[config.mk]
export PLATFORM = sky130hd
export DESIGN_NAME = uart_core
export DESIGN_NICKNAME = d
export VERILOG_FILES = /design/src/rtl/uart_pkg.sv /design/src/rtl/uart_sync_fifo.sv /design/src/rtl/uart_core.sv
export SDC_FILE = /design/constraint.sdc
export NUM_CORES = 1
export LEC_CHECK = 0
export ABC_AREA = 1
export CORE_ASPECT_RATIO = 0.7
export CORE_MARGIN = 4
export CORE_UTILIZATION = 60
export CTS_CLUSTER_DIAMETER = 80
export CTS_CLUSTER_SIZE = 28
export DETAILED_ROUTE_END_ITERATION = 8
export PLACE_DENSITY = 0.76
export SLEW_MARGIN = 20
export SYNTH_ARGS = -nofsm -noshare
export SYNTH_HDL_FRONTEND = slang
export SYNTH_SLANG_ARGS = --single-unit
[constraint.sdc]
create_clock -name clk -period 3 [get_ports clk]
set_input_delay 0.6 -clock clk [delete_from_list [all_inputs] [get_ports clk]]
set_output_delay 0.6 -clock clk [all_outputs]
set_load 0.02 [all_outputs]
[src/rtl/uart_pkg.sv]
// uart_pkg: shared FSM state type, bit-counter width and parity helper for uart_core.
// Parity support in uart_core is compiled in with the UART_PARITY_EN macro.
package uart_pkg;

  // Common state set for both the TX and RX frame FSMs
  typedef enum logic [2:0] {
    ST_IDLE   = 3'd0,
    ST_START  = 3'd1,
    ST_DATA   = 3'd2,
    ST_PARITY = 3'd3,
    ST_STOP   = 3'd4
  } uart_state_t;

  // Largest supported data width and the counter wide enough to index it
  localparam int unsigned MAX_DATA_BITS = 8;
  localparam int unsigned BIT_CNT_W     = 3;

  // Parity bit to send/expect: XOR of the low nbits of data, inverted for odd parity
  function automatic logic parity_bit(input logic [MAX_DATA_BITS-1:0] data,
                                      input int unsigned               nbits,
                                      input logic                      odd);
    logic p;
    p = odd;
    for (int unsigned i = 0; i < MAX_DATA_BITS; i++) begin
      if (i < nbits) p = p ^ data[i];
    end
    return p;
  endfunction

endpackage

[src/rtl/uart_sync_fifo.sv]
// sync_fifo: single-clock show-ahead FIFO with occupancy count.
// A push into a full FIFO is accepted when a pop happens in the same cycle.
module sync_fifo #(
  parameter int unsigned WIDTH = 8,
  parameter int unsigned DEPTH = 16
) (
  input  logic                     clk,
  input  logic                     rst,
  input  logic                     push,
  input  logic [WIDTH-1:0]         din,
  input  logic                     pop,
  output logic [WIDTH-1:0]         dout,
  output logic                     full,
  output logic                     empty,
  output logic [$clog2(DEPTH):0]   level
);

  localparam int unsigned AW = $clog2(DEPTH);
  localparam int unsigned LW = AW + 1;

  logic [WIDTH-1:0] mem [DEPTH];
  logic [AW-1:0]    wr_ptr;
  logic [AW-1:0]    rd_ptr;
  logic             do_push;
  logic             do_pop;

  assign full    = (level == LW'(DEPTH));
  assign empty   = (level == '0);
  assign do_pop  = pop & ~empty;
  assign do_push = push & (~full | do_pop);
  assign dout    = mem[rd_ptr];

  // Storage array; contents need no reset because level gates visibility
  always_ff @(posedge clk) begin
    if (do_push) mem[wr_ptr] <= din;
  end

  // Pointers wrap naturally modulo DEPTH; level tracks occupancy exactly
  always_ff @(posedge clk or posedge rst) begin
    if (rst) begin
      wr_ptr <= '0;
      rd_ptr <= '0;
      level  <= '0;
    end else begin
      if (do_push) wr_ptr <= wr_ptr + 1'b1;
      if (do_pop)  rd_ptr <= rd_ptr + 1'b1;
      case ({do_push, do_pop})
        2'b10:   level <= level + 1'b1;
        2'b01:   level <= level - 1'b1;
        default: level <= level;
      endcase
    end
  end

endmodule

[src/rtl/uart_core.sv]
// uart_core: UART transceiver with TX/RX FIFOs, configurable frame format and
// frame/parity/overrun error pulses. Define UART_PARITY_EN to add a parity bit.
module uart_core
  import uart_pkg::*;
#(
  parameter int unsigned CLKS_PER_BIT = 104,
  parameter int unsigned DATA_BITS    = 8,
  parameter int unsigned STOP_BITS    = 1,
  parameter int unsigned FIFO_DEPTH   = 16,
  parameter int unsigned PARITY_ODD   = 0
) (
  input  logic                          clk,
  input  logic                          rst,
  input  logic [DATA_BITS-1:0]          tx_data,
  input  logic                          tx_valid,
  output logic                          tx_ready,
  output logic [DATA_BITS-1:0]          rx_data,
  output logic                          rx_valid,
  input  logic                          rx_ready,
  output logic                          tx_serial,
  input  logic                          rx_serial,
  output logic                          tx_active,
  output logic                          rx_frame_err,
  output logic                          rx_parity_err,
  output logic                          rx_overrun,
  output logic [$clog2(FIFO_DEPTH):0]   tx_level,
  output logic [$clog2(FIFO_DEPTH):0]   rx_level
);

  localparam int unsigned CNT_W = $clog2(STOP_BITS * CLKS_PER_BIT + 1);
  localparam logic [CNT_W-1:0]     BIT_END  = CNT_W'(CLKS_PER_BIT - 1);
  localparam logic [CNT_W-1:0]     HALF_END = CNT_W'(CLKS_PER_BIT / 2 - 1);
  localparam logic [CNT_W-1:0]     STOP_END = CNT_W'(STOP_BITS * CLKS_PER_BIT - 1);
  localparam logic [BIT_CNT_W-1:0] LAST_BIT = BIT_CNT_W'(DATA_BITS - 1);

  if (CLKS_PER_BIT < 4 || DATA_BITS < 5 || DATA_BITS > MAX_DATA_BITS ||
      STOP_BITS < 1 || STOP_BITS > 2 || FIFO_DEPTH < 2 ||
      (FIFO_DEPTH & (FIFO_DEPTH - 1)) != 0 || PARITY_ODD > 1) begin : g_bad_params
    $error("uart_core: unsupported parameter combination");
  end

  // ---------------------------------------------------------------- TX side
  uart_state_t          tx_state;
  logic [CNT_W-1:0]     tx_cnt;
  logic [BIT_CNT_W-1:0] tx_bit;
  logic [DATA_BITS-1:0] tx_shift;
  logic [DATA_BITS-1:0] tx_fifo_dout;
  logic                 tx_fifo_full;
  logic                 tx_fifo_empty;
  logic                 tx_pop;
  logic                 tx_line;
`ifdef UART_PARITY_EN
  logic                 tx_par;
`endif

  assign tx_ready = ~tx_fifo_full;

  sync_fifo #(
    .WIDTH (DATA_BITS),
    .DEPTH (FIFO_DEPTH)
  ) u_tx_fifo (
    .clk   (clk),
    .rst   (rst),
    .push  (tx_valid & tx_ready),
    .din   (tx_data),
    .pop   (tx_pop),
    .dout  (tx_fifo_dout),
    .full  (tx_fifo_full),
    .empty (tx_fifo_empty),
    .level (tx_level)
  );

  // Fetch the next word when idle, or at the end of STOP for gapless frames
  always_comb begin
    tx_pop = 1'b0;
    if (!tx_fifo_empty) begin
      if (tx_state == ST_IDLE)                          tx_pop = 1'b1;
      else if (tx_state == ST_STOP && tx_cnt == STOP_END) tx_pop = 1'b1;
    end
  end

  // TX frame sequencer: START, DATA (LSB first), optional PARITY, STOP
  always_ff @(posedge clk or posedge rst) begin
    if (rst) begin
      tx_state <= ST_IDLE;
      tx_cnt   <= '0;
      tx_bit   <= '0;
      tx_shift <= '0;
    end else begin
      case (tx_state)
        ST_IDLE: begin
          if (tx_pop) begin
            tx_shift <= tx_fifo_dout;
            tx_cnt   <= '0;
            tx_state <= ST_START;
          end
        end
        ST_START: begin
          if (tx_cnt == BIT_END) begin
            tx_cnt   <= '0;
            tx_bit   <= '0;
            tx_state <= ST_DATA;
          end else begin
            tx_cnt <= tx_cnt + 1'b1;
          end
        end
        ST_DATA: begin
          if (tx_cnt == BIT_END) begin
            tx_cnt   <= '0;
            tx_shift <= tx_shift >> 1;
            if (tx_bit == LAST_BIT) begin
`ifdef UART_PARITY_EN
              tx_state <= ST_PARITY;
`else
              tx_state <= ST_STOP;
`endif
            end else begin
              tx_bit <= tx_bit + 1'b1;
            end
          end else begin
            tx_cnt <= tx_cnt + 1'b1;
          end
        end
`ifdef UART_PARITY_EN
        ST_PARITY: begin
          if (tx_cnt == BIT_END) begin
            tx_cnt   <= '0;
            tx_state <= ST_STOP;
          end else begin
            tx_cnt <= tx_cnt + 1'b1;
          end
        end
`endif
        ST_STOP: begin
          if (tx_cnt == STOP_END) begin
            tx_cnt <= '0;
            if (tx_pop) begin
              tx_shift <= tx_fifo_dout;
              tx_state <= ST_START;
            end else begin
              tx_state <= ST_IDLE;
            end
          end else begin
            tx_cnt <= tx_cnt + 1'b1;
          end
        end
        default: tx_state <= ST_IDLE;
      endcase
    end
  end

`ifdef UART_PARITY_EN
  // Parity is captured at fetch time because the shift register is consumed
  always_ff @(posedge clk or posedge rst) begin
    if (rst)         tx_par <= 1'b0;
    else if (tx_pop) tx_par <= parity_bit(MAX_DATA_BITS'(tx_fifo_dout), DATA_BITS,
                                          PARITY_ODD != 0);
  end
`endif

  // Line level implied by the current TX state
  always_comb begin
    tx_line = 1'b1;
    case (tx_state)
      ST_START:  tx_line = 1'b0;
      ST_DATA:   tx_line = tx_shift[0];
`ifdef UART_PARITY_EN
      ST_PARITY: tx_line = tx_par;
`endif
      default:   tx_line = 1'b1;
    endcase
  end

  // Registered pin drivers; reset forces the line idle-high immediately
  always_ff @(posedge clk or posedge rst) begin
    if (rst) begin
      tx_serial <= 1'b1;
      tx_active <= 1'b0;
    end else begin
      tx_serial <= tx_line;
      tx_active <= (tx_state != ST_IDLE);
    end
  end

  // ---------------------------------------------------------------- RX side
  uart_state_t          rx_state;
  logic [CNT_W-1:0]     rx_cnt;
  logic [BIT_CNT_W-1:0] rx_bit;
  logic [DATA_BITS-1:0] rx_shift;
  logic                 rx_meta;
  logic                 rx_sync;
  logic                 rx_prev;
  logic                 rx_fifo_full;
  logic                 rx_fifo_empty;
  logic                 rx_pop;
  logic                 rx_push;
  logic                 stop_sample;
  logic                 frame_bad;
  logic                 par_bad;
  logic                 overrun_now;
`ifdef UART_PARITY_EN
  logic                 rx_par_bit;
`endif

  assign rx_valid    = ~rx_fifo_empty;
  assign rx_pop      = rx_ready & rx_valid;
  assign stop_sample = (rx_state == ST_STOP) && (rx_cnt == BIT_END);

  sync_fifo #(
    .WIDTH (DATA_BITS),
    .DEPTH (FIFO_DEPTH)
  ) u_rx_fifo (
    .clk   (clk),
    .rst   (rst),
    .push  (rx_push),
    .din   (rx_shift),
    .pop   (rx_pop),
    .dout  (rx_data),
    .full  (rx_fifo_full),
    .empty (rx_fifo_empty),
    .level (rx_level)
  );

  // Two-flop synchroniser plus one delayed copy for falling-edge detection
  always_ff @(posedge clk or posedge rst) begin
    if (rst) begin
      rx_meta <= 1'b1;
      rx_sync <= 1'b1;
      rx_prev <= 1'b1;
    end else begin
      rx_meta <= rx_serial;
      rx_sync <= rx_meta;
      rx_prev <= rx_sync;
    end
  end

  // RX frame sequencer: mid-bit sampling, glitch rejection on START
  always_ff @(posedge clk or posedge rst) begin
    if (rst) begin
      rx_state   <= ST_IDLE;
      rx_cnt     <= '0;
      rx_bit     <= '0;
      rx_shift   <= '0;
`ifdef UART_PARITY_EN
      rx_par_bit <= 1'b0;
`endif
    end else begin
      case (rx_state)
        ST_IDLE: begin
          if (rx_prev && !rx_sync) begin
            rx_cnt   <= '0;
            rx_state <= ST_START;
          end
        end
        ST_START: begin
          if (rx_cnt == HALF_END) begin
            rx_cnt <= '0;
            rx_bit <= '0;
            rx_state <= rx_sync ? ST_IDLE : ST_DATA;
          end else begin
            rx_cnt <= rx_cnt + 1'b1;
          end
        end
        ST_DATA: begin
          if (rx_cnt == BIT_END) begin
            rx_cnt   <= '0;
            rx_shift <= {rx_sync, rx_shift[DATA_BITS-1:1]};
            if (rx_bit == LAST_BIT) begin
`ifdef UART_PARITY_EN
              rx_state <= ST_PARITY;
`else
              rx_state <= ST_STOP;
`endif
            end else begin
              rx_bit <= rx_bit + 1'b1;
            end
          end else begin
            rx_cnt <= rx_cnt + 1'b1;
          end
        end
`ifdef UART_PARITY_EN
        ST_PARITY: begin
          if (rx_cnt == BIT_END) begin
            rx_cnt     <= '0;
            rx_par_bit <= rx_sync;
            rx_state   <= ST_STOP;
          end else begin
            rx_cnt <= rx_cnt + 1'b1;
          end
        end
`endif
        ST_STOP: begin
          // Only the first stop bit is sampled; a second one just reads as idle
          if (rx_cnt == BIT_END) begin
            rx_cnt   <= '0;
            rx_state <= ST_IDLE;
          end else begin
            rx_cnt <= rx_cnt + 1'b1;
          end
        end
        default: rx_state <= ST_IDLE;
      endcase
    end
  end

  // Frame completion verdict at the stop-bit sample, highest priority first
  always_comb begin
    frame_bad   = 1'b0;
    par_bad     = 1'b0;
    overrun_now = 1'b0;
    rx_push     = 1'b0;
    if (stop_sample) begin
      if (!rx_sync) begin
        frame_bad = 1'b1;
`ifdef UART_PARITY_EN
      end else if (rx_par_bit != parity_bit(MAX_DATA_BITS'(rx_shift), DATA_BITS,
                                            PARITY_ODD != 0)) begin
        par_bad = 1'b1;
`endif
      end else if (rx_fifo_full && !rx_pop) begin
        overrun_now = 1'b1;
      end else begin
        rx_push = 1'b1;
      end
    end
  end

  // Error pulses appear in the cycle after the stop-bit sample
  always_ff @(posedge clk or posedge rst) begin
    if (rst) begin
      rx_frame_err <= 1'b0;
      rx_overrun   <= 1'b0;
    end else begin
      rx_frame_err <= frame_bad;
      rx_overrun   <= overrun_now;
    end
  end

`ifdef UART_PARITY_EN
  // Parity error pulse, aligned with the other error pulses
  always_ff @(posedge clk or posedge rst) begin
    if (rst) rx_parity_err <= 1'b0;
    else     rx_parity_err <= par_bad;
  end
`else
  assign rx_parity_err = par_bad;
`endif

endmodule
==> results_dict.tcl <==
set metrics [dict create \
    area_growth_pct 8.92 \
    worstSetupPathType "reg2out" \
    die_h_microns 137 \
    grt_max_degree 78 \
    hold_viol 0 \
    hp-class "reg2reg" \
    grt_antenna_before_repair 0 \
    fp.coreArea_sq_um 23100 \
    drt-vias-per-instance 5.71 \
    synth_cell_type_count 50 \
    finalCritPeriodShare 0.954 \
    leakage_uw 0.00633 \
    drive_above_1_share 0.0838 \
    fmax_ghz 0.349 \
    htree_num_levels 1 \
    tightest_slew_ns 0.801 \
    n_antenna_cell 0 \
    cap_viol_max_count 0 \
    firstDrtPassIters 5 \
    ir_drop_v 0.000557 \
    required_ns 2.40 \
    post_dp_cell_area_sq_um 15200 \
    drc 0 \
    critPathArrivalTime_ns 2.26 \
    drt_iter0_markers 1022 \
    synth_warnings 0 \
    rsz0062_at_grt "no" \
    gp_congestion 0.850 \
    grt_usage 0.230 \
    cp_max_fo 36 \
    skew_ns 0.0124 \
    ctsRootBufferMaster "clkbuf_16" \
    fin_area_sq_um 15600 \
    wirelength_microns 30100 \
    status "finished clean" \
    grt_first_pass_wirelength_microns 47700 \
    dieArea_sq_um 26400 \
    rows 46 \
    port_buffers 36 \
    ys_ff_latch 331 \
    wire_per_inst_microns 18.1 \
    ant_nets 0 \
    avgSynthCellArea_sq_um 11.1 \
    cts_sinks 331 \
    pwr_density_cell_nw_per_um2 833 \
    synthesis.area_sq_um 14300 \
    crit_path_end_kind "output pin" \
    syn_nets 1333 \
    relSlewSlack 0.464 \
    cts_tree "done" \
    finalSetupViolCount 0 \
    setup_tns_ns 0 \
    clk_path_buf_depth 3 \
    grt-ovfl-total 0 \
    num_vias 9481 \
    synth_area_leaders "edfxtp_1 (54%), dfrtp_1 (12%), nand2_1 (7.3%)" \
    clk_pin_slew_worst_paths_ns 0.11 \
    dp_hpwl_microns 19700 \
    mostFrequentLayoutCells "nand2_1 (280), edfxtp_1 (256), nor2_1 (200)" \
    clkLatencyLatePin_ns 0.49 \
    start_util 0.621 \
    grt_pass1_vias 8874 \
    layout_min_cycle_time_ns 2.86 \
    synthCells 1295 \
    ys_seq_area_frac 0.668 \
    synth_top_area_cell "edfxtp_1" \
    nets 1378 \
    die_x_microns 193 \
    drv_slew 0 \
    yosysTopAreaCellShare 0.537 \
    numCtsBuffers 15 \
    layout_commonest_cell "nand2_1" \
    io_pins 38 \
    start_kind "register" \
]
[power breakdown]
group / total (uW) / switching [uW] / internal, uW
clock: 2280 / 1330 / 956
sequential: 5770 / 377 / 5390
combinational: 4940 / 3270 / 1670
total: 13000 / 4980 / 8020
[layer usage]
metal	vias up	global-route usage	share of wire
met5	-	0	0
met4	0	0.0380	0.011
met3	26	0.0433	0.084
met2	346	0.335	0.43
met1	4590	0.370	0.47
li1	4519	-	-
[metrics by stage]
| step | setup slack (ns) | cells | hold WS, ns | utilization | total power [uW] |
|---|---|---|---|---|---|
| finish | 0.137 | 1660 | 0.365 | 0.676 | 13000 |
| global route | 0.00411 | 1660 | 0.370 | 0.676 | 13900 |
| detailed placement | 0.0758 | 1634 | 0.349 | 0.658 | 10800 |
| global placement | 0.177 | 1634 | 0.346 | 0.658 | 10700 |
| floorplan | 0.497 | 1295 | 0.345 | - | 9240 |
| CTS | 0.0889 | 1659 | 0.365 | 0.675 | 13000 |
[flip-flops by register name (all words and copies together) (netlist names), 3 cells and up]
name and flops:
rx_bit 3, rx_cnt 7, rx_shift 8, rx_state 3, tx_bit 3, tx_cnt 7, tx_shift 8, tx_state 3
u_rx_fifo.level 5, u_rx_fifo.mem 128, u_rx_fifo.rd_ptr 4, u_rx_fifo.wr_ptr 4, u_tx_fifo.level 5, u_tx_fifo.mem 128, u_tx_fifo.rd_ptr 4, u_tx_fifo.wr_ptr 4
[logic make-up (layout without fill, tap and decap cells)]
logic type | after synthesis | count (layout) | share of synthesized area
xor+xnor | 21 | 21 | 0.0128
flops | 331 | 331 | 0.668
mux | 1 | 1 | 0.000786
other cells | 1 | 1 | 0.000262
compound gates | 193 | 193 | 0.0788
simple gates | 601 | 601 | 0.180
buf+inv | 122 | 175 | 0.0369
fa+ha+maj | 25 | 25 | 0.0224
[path summary, 6_finish.rpt]
kind | cells past startpoint | start | endpoint | slack [ns]
worst max-delay path | 9 | u_rx_fifo.rd_ptr[0]$_DFFE_PP0P_ | rx_data[0] | 0.14
worst min-delay path | 0 | rx_meta$_DFF_PP1_ | rx_sync$_DFF_PP1_ | 0.37
worst max register to register | 13 | tx_cnt[0]$_DFFE_PP0P_ | u_tx_fifo.level[4]$_DFFE_PP0P_ | 0.36
worst min register to register | 0 | rx_meta$_DFF_PP1_ | rx_sync$_DFF_PP1_ | 0.37
max in group asynchronous | 3 | rst | rx_prev$_DFF_PP1_ | 1.92
min in group asynchronous | 2 | rst | u_rx_fifo.level[3]$_DFFE_PP0P_ | 0.42
[cells in the mapped netlist (all sizes together)]
| cell type | number |
|---|---|
| o2111ai | 1 |
| nand4 | 10 |
| or2 | 1 |
| a21oi | 23 |
| dfstp | 4 |
| o21ai | 111 |
| nand3b | 3 |
| nand2 | 290 |
| a21boi | 1 |
| inv | 69 |
| fa | 1 |
| a31oi | 1 |
| o21bai | 4 |
| buf | 33 |
| a31o | 1 |
| xor2 | 18 |
| ha | 24 |
| conb | 1 |
| a22o | 1 |
| nor3b | 1 |
| o22ai | 2 |
| nor3 | 2 |
| o21a | 1 |
| nand3 | 83 |
| nor2 | 211 |
| xnor2 | 3 |
| edfxtp | 256 |
| o211ai | 47 |
| clkbuf | 17 |
| clkinv | 3 |
| mux2 | 1 |
| dfrtp | 71 |
[worst max-delay path, cell delays in order, from the launching register on]
cell and delay (ns):
dfrtp_1 0.41, inv_2 0.08, buf_12 0.17, nor2_1 0.10, nor2_1 0.04, o21ai_0 0.08
o21ai_0 0.10, o211ai_1 0.32, nand2_1 0.10, dlygate4sd2_1 0.34
[area by class of cell]
cell class	instances	area, sq um
repair buffers	78	724
inverters	72	272
well taps	312	390
clock inverters	1	5.00
fillers	1700	7480
multi-input cells	842	4230
flip-flops and latches	331	9570
clock buffers	24	409
[what timing repair did]
action / 4_1_cts / 5_1_grt
hold buffers: 0 / 0
endpoints found under the setup margin: 8 / 4
buffers inserted: 0 / 1
pin swaps: 1 / 2
gates resized for setup: 11 / 3
Power figures use the tool's default switching activity.
